==> src/rtl/fifo_burst_reader.sv <==
// fifo_burst_reader
//
// Read-side consumer for the asynchronous FIFO, running entirely in the FIFO read
// clock domain. It waits until enough words are buffered (or a partial burst has
// waited TIMEOUT cycles), latches a burst length, then issues FIFO reads. The data
// returns one cycle after each read and goes into a 2-entry skid buffer. That data
// leaves as a valid/ready stream framed with start/end-of-burst markers.
//
// Ports:
//   clk        FIFO read clock
//   rst        synchronous active-high reset
//   empty      FIFO empty flag
//   rd_usedw   FIFO read-side occupancy
//   data_out   FIFO read data, valid the cycle after an accepted read
//   rd_en      FIFO read enable (combinational)
//   m_valid    output word valid
//   m_ready    downstream accept
//   m_data     output word
//   m_sop      first word of burst
//   m_eop      last word of burst
//   busy       high whenever a burst is in progress
//   burst_len  length of current/last burst
module fifo_burst_reader #(
    parameter int unsigned WIDTH     = 8,
    parameter int unsigned PTRWIDTH  = 4,
    parameter int unsigned MIN_BURST = 4,
    parameter int unsigned MAX_BURST = 16,
    parameter int unsigned TIMEOUT   = 15
) (
    input  logic                clk,
    input  logic                rst,
    input  logic                empty,
    input  logic [PTRWIDTH:0]   rd_usedw,
    input  logic [WIDTH-1:0]    data_out,
    output logic                rd_en,
    output logic                m_valid,
    input  logic                m_ready,
    output logic [WIDTH-1:0]    m_data,
    output logic                m_sop,
    output logic                m_eop,
    output logic                busy,
    output logic [PTRWIDTH:0]   burst_len
);

    localparam int unsigned CntW   = PTRWIDTH + 1;
    localparam int unsigned TimerW = $clog2(TIMEOUT + 2);

    localparam logic [CntW-1:0]   MinBurst   = CntW'(MIN_BURST);
    localparam logic [CntW-1:0]   MaxBurst   = CntW'(MAX_BURST);
    localparam logic [TimerW-1:0] TimeoutVal = TimerW'(TIMEOUT);

    typedef enum logic [1:0] {StIdle, StRead, StDrain} state_e;

    state_e              state_q, state_d;
    logic [TimerW-1:0]   timer_q, timer_d;
    logic [CntW-1:0]     remaining_q, remaining_d;
    logic [CntW-1:0]     burst_len_q, burst_len_d;
    logic [CntW-1:0]     cap_cnt_q, cap_cnt_d;
    logic                inflight_q;

    // 2-entry output buffer
    logic [WIDTH-1:0]    buf_data_q [2];
    logic                buf_sop_q  [2];
    logic                buf_eop_q  [2];
    logic                wr_ptr_q, rd_ptr_q;
    logic [1:0]          occ_q, occ_d;

    logic                start;
    logic [CntW-1:0]     start_len;
    logic [1:0]          occ_sum;
    logic                room;
    logic                push, pop;
    logic                push_sop, push_eop;

    assign push = inflight_q;
    assign pop  = m_valid && m_ready;

    // Words already committed downstream: buffered plus the one returning this cycle.
    assign occ_sum = occ_q + {1'b0, inflight_q};
    assign room    = (occ_sum < 2'd2) || ((occ_sum == 2'd2) && pop);

    assign start     = !empty && (rd_usedw != '0) &&
                       ((rd_usedw >= MinBurst) || (timer_q == TimeoutVal));
    assign start_len = (rd_usedw > MaxBurst) ? MaxBurst : rd_usedw;

    assign push_sop = (cap_cnt_q == '0);
    assign push_eop = ((cap_cnt_q + CntW'(1)) == burst_len_q);

    assign occ_d = occ_q + {1'b0, push} - {1'b0, pop};

    always_comb begin
        state_d     = state_q;
        timer_d     = timer_q;
        remaining_d = remaining_q;
        burst_len_d = burst_len_q;
        cap_cnt_d   = cap_cnt_q;
        rd_en       = 1'b0;

        if (push) begin
            cap_cnt_d = cap_cnt_q + CntW'(1);
        end

        case (state_q)
            StIdle: begin
                if (empty || (rd_usedw >= MinBurst)) begin
                    timer_d = '0;
                end else if (timer_q != TimeoutVal) begin
                    timer_d = timer_q + TimerW'(1);
                end
                if (start) begin
                    state_d     = StRead;
                    burst_len_d = start_len;
                    remaining_d = start_len;
                    cap_cnt_d   = '0;
                    timer_d     = '0;
                end
            end
            StRead: begin
                // A transient empty only pauses issue; the latched length stands.
                rd_en = (remaining_q != '0) && !empty && room;
                if (rd_en) begin
                    remaining_d = remaining_q - CntW'(1);
                    if (remaining_q == CntW'(1)) begin
                        state_d = StDrain;
                    end
                end
            end
            StDrain: begin
                if (pop && m_eop) begin
                    state_d = StIdle;
                end
            end
            default: state_d = StIdle;
        endcase
    end

    always_ff @(posedge clk) begin
        if (rst) begin
            state_q     <= StIdle;
            timer_q     <= '0;
            remaining_q <= '0;
            burst_len_q <= '0;
            cap_cnt_q   <= '0;
            inflight_q  <= 1'b0;
        end else begin
            state_q     <= state_d;
            timer_q     <= timer_d;
            remaining_q <= remaining_d;
            burst_len_q <= burst_len_d;
            cap_cnt_q   <= cap_cnt_d;
            inflight_q  <= rd_en;
        end
    end

    always_ff @(posedge clk) begin
        if (rst) begin
            buf_data_q[0] <= '0;
            buf_data_q[1] <= '0;
            buf_sop_q[0]  <= 1'b0;
            buf_sop_q[1]  <= 1'b0;
            buf_eop_q[0]  <= 1'b0;
            buf_eop_q[1]  <= 1'b0;
            wr_ptr_q      <= 1'b0;
            rd_ptr_q      <= 1'b0;
            occ_q         <= 2'd0;
        end else begin
            if (push) begin
                buf_data_q[wr_ptr_q] <= data_out;
                buf_sop_q[wr_ptr_q]  <= push_sop;
                buf_eop_q[wr_ptr_q]  <= push_eop;
                wr_ptr_q             <= ~wr_ptr_q;
            end
            if (pop) begin
                rd_ptr_q <= ~rd_ptr_q;
            end
            occ_q <= occ_d;
        end
    end

    assign m_valid   = (occ_q != 2'd0);
    assign m_data    = buf_data_q[rd_ptr_q];
    assign m_sop     = m_valid && buf_sop_q[rd_ptr_q];
    assign m_eop     = m_valid && buf_eop_q[rd_ptr_q];
    assign busy      = (state_q != StIdle);
    assign burst_len = burst_len_q;

endmodule

==> config.mk <==
export PLATFORM = sky130hd
export DESIGN_NAME = fifo_burst_reader
export DESIGN_NICKNAME = d
export VERILOG_FILES = /design/src/rtl/fifo_burst_reader.sv
export SDC_FILE = /design/constraint.sdc
export NUM_CORES = 1
export LEC_CHECK = 0
export BUFFER_PORTS_ARGS = -buffer_cell sky130_fd_sc_hd__buf_2
export CELL_PAD_IN_SITES_DETAIL_PLACEMENT = 1
export CELL_PAD_IN_SITES_GLOBAL_PLACEMENT = 1
export CORE_ASPECT_RATIO = 0.6
export CORE_MARGIN = 2
export CORE_UTILIZATION = 47
export CTS_CLUSTER_SIZE = 14
export DETAILED_ROUTE_END_ITERATION = 8
export GPL_ROUTABILITY_DRIVEN = 0
export PLACE_DENSITY = 0.95
export SYNTH_ARGS = -nofsm -noshare
export SYNTH_HDL_FRONTEND = slang
export SYNTH_SLANG_ARGS = --single-unit
==> constraint.sdc <==
create_clock -name clk -period 3.1 [get_ports clk]
set_clock_uncertainty 0.05 [all_clocks]
set_input_delay 0.155 -clock clk [delete_from_list [all_inputs] [get_ports clk]]
set_output_delay 0.155 -clock clk [all_outputs]
set_load 0.005 [all_outputs]
==> reports/metrics.yaml <==
route:
  totalWireLength_um: 6336
  routed_via_density: 5.542
  dr.pass1.iters: 4
  via_count: 1934
  postRouteAntennaNets: 0
  drtIter0Drc: 89
  wl_per_cell_um: 18.15
  drc_errors: 0
synth:
  synth_nets: 275
  synth_seq_cells: 48
  ys.flop_type: "dfxtp_1"
  syn_area_sq_mm: 0.002459
  netlist.area_leader.share_pct: 24.43
  synthArstFlopShare_pct: 0
  ys_top_cells_by_area: "edfxtp_1, dfxtp_1, and2_1"
  yosys.area.top_type: "edfxtp_1"
  synthCells: 250
  synth_seq_area_share_pct: 47.23
  synth_edf_count: 20
  synth_cell_types: 50
  avgSynthCellArea_sq_um: 9.834
  yosysWarnings: 0
run:
  drv_cap: 0
clocking:
  clockBufferDepth: 2
  cts_post_setup_buffers_inserted: 0
  root_buffer: "clkbuf_8"
  cts_tree: "done"
  clk_pin_slew_ns: 0.10
  ctsResizeCount: 0
  clock-sinks: 48
  cts_hold_buf: 0
  cts_inserted_buffers: 5
  insertion_delay_ns: 0.30
  cts-htree-levels: 2
hold_path:
  worstHoldStart: "data_out[5]"
  min_to: "buf_data_q[0][5]"
  hold_depth: 2
  hold_class: "in2reg"
run_status:
  outcome: "finished, final reports clean"
setup_path:
  worstPathBufferInverterCount: 2
  crit_slowest_cell: "dfxtp_1"
  reg2reg_to: "remaining_q[3]"
  worst_setup_path_start_kind: "flop"
  path_cells: "ha_1 > nand2b_1 > a221oi_1 > nand2_1 > inv_1 > buf_2"
  crit_family: "flip-flops"
  cp_max_fo: 12
  rrSetupSlack_ns: 0.74
  slowest_delay_ns: 0.62
  critPathCaptureType: "primary output"
  worstReg2RegStart: "timer_q[0]"
  worstPathArrival_ns: 2.35
  rr_worst_depth: 7
  path_class: "reg2out"
  cp.required_ns: 2.89
sta:
  finalSetupViolations: 0
  whs_ns: 0.08697
  relSlewSlack_pct: 62.01
  tns_ns: 0
  finalMaxSlewViolations: 0
  setup_ws_ns: 0.5468
  worstMarginPinSlew_ns: 0.5698
  rsz0062_at_grt: "false"
  fmax_mhz: 391.7
  post-route-period-util_pct: 82.36
  post-route-min-period_ns: 2.553
  finalHoldViolations: 0
die:
  die_h_um: 60.03
  start_util_pct: 48.64
  fp-row-count: 20
  die-area_sq_mm: 0.005845
  ioPinCount: 35
  core_area_sq_mm: 0.005055
  fp.dieW_um: 97.37
pwr:
  peakVddDrop_v: 0.0002053
  power.leakage_nw: 1.090
  powerDensity_mw_per_mm2: 545.4
global_route:
  grt_use_total_pct: 22.66
  gr-total-overflow: 0
  grt_max_degree: 29
  grt_pass1_vias: 1976
  antenna_found_initial: 0
  grt_pass1_wl_um: 10220
layout:
  antenna_cells: 0
  area_delta_synth_final_pct: 11.65
  n_fill_cell: 596
  multiInputGateArea_sq_mm: 0.001194
  fin_area_sq_mm: 0.002745
  final_cell_mix: "buf_2, dfxtp_1, nor2_1, edfxtp_1, and2_1"
  ff_latch_area_sq_mm: 0.001161
  drive_above_1_share_pct: 20.49
  layout_commonest_cell: "buf_2"
  fin_nets: 307
placed_design:
  preCtsSetupSlack_ns: 0.8187
  postPlaceCellArea_sq_mm: 0.002660
  io_buffers: 34
  dp_hpwl_um: 4678
per-layer routing:
| metal | global-route usage, % | wire length (um) | up-vias |
|---|---|---|---|
| met5 | 0 | 0 | - |
| met4 | 5.556 | 25 | 0 |
| met3 | 4.912 | 199 | 4 |
| met2 | 38.92 | 3030 | 32 |
| met1 | 29.91 | 3081 | 956 |
| li1 | - | - | 942 |
registers in the layout (all words and copies together), names as in the netlist, named ones only:
signal       flops
rd_ptr_q         1
state_q          2
cap_cnt_q        5
buf_eop_q        2
buf_data_q      16
inflight_q       1
buf_sop_q        2
wr_ptr_q         1
burst_len        5
timer_q          5
occ_q            2
remaining_q      5
logic make-up (layout without fill, tap and decap cells):
logic type	Yosys count	count (layout)	synth area share, %
AO/OA/AOI/OAI	40	40	11.09
XOR/XNOR	13	13	4.631
adder cells (fa/ha/maj)	8	8	4.071
buffers and inverters	23	56	4.224
flip-flops	48	48	47.23
multiplexers	13	13	5.700
AND/OR/NAND/NOR	105	105	23.05
worst max path at each step:
stage	from	end	slack [ns]	cells past startpoint
after floorplan	timer_q[0]	remaining_q[0]	1.18	7
after global placement	timer_q[0]	remaining_q[3]	0.94	7
after detailed placement	timer_q[0]	remaining_q[3]	0.82	7
after CTS	inflight_q	rd_en	0.50	6
after global routing	inflight_q	rd_en	0.24	6
final	inflight_q	rd_en	0.55	6
where the power goes:
group          switching [mW]  internal (mW)  total [mW]
sequential             0.0589          0.704       0.763
combinational           0.199          0.162       0.361
clock                   0.215          0.158       0.373
total                   0.473           1.02        1.50
metrics by stage:
stage	std cells	util, %	total power, mW
after floorplan	250	-	0.9962
after global placement	341	52.62	1.099
after detailed placement	341	52.62	1.132
after CTS	349	54.31	1.501
after global routing	349	54.31	1.556
final	349	54.31	1.497
layout make-up:
cell class | count | area share, %
Inverter | 14 | 1.914
Clock buffer | 6 | 2.644
Tap cell | 66 | 3.008
Clock inverter | 2 | 0.4558
Multi-Input combinational cell | 179 | 43.48
Timing Repair Buffer | 34 | 6.199
Sequential cell | 48 | 42.30
Yosys cell counts (all sizes together) (5+ instances only):
cell type and instances:
dfxtp 28, nor2 25, edfxtp 20, and2 19, nand2 17, a21oi 14
inv 14, nand3 9, ha 8, mux2 8, nor2b 8, xnor2 8
o21ai 7, buf 6, mux2i 5, nor3 5, xor2 5
(Power assumes the default switching activity.)
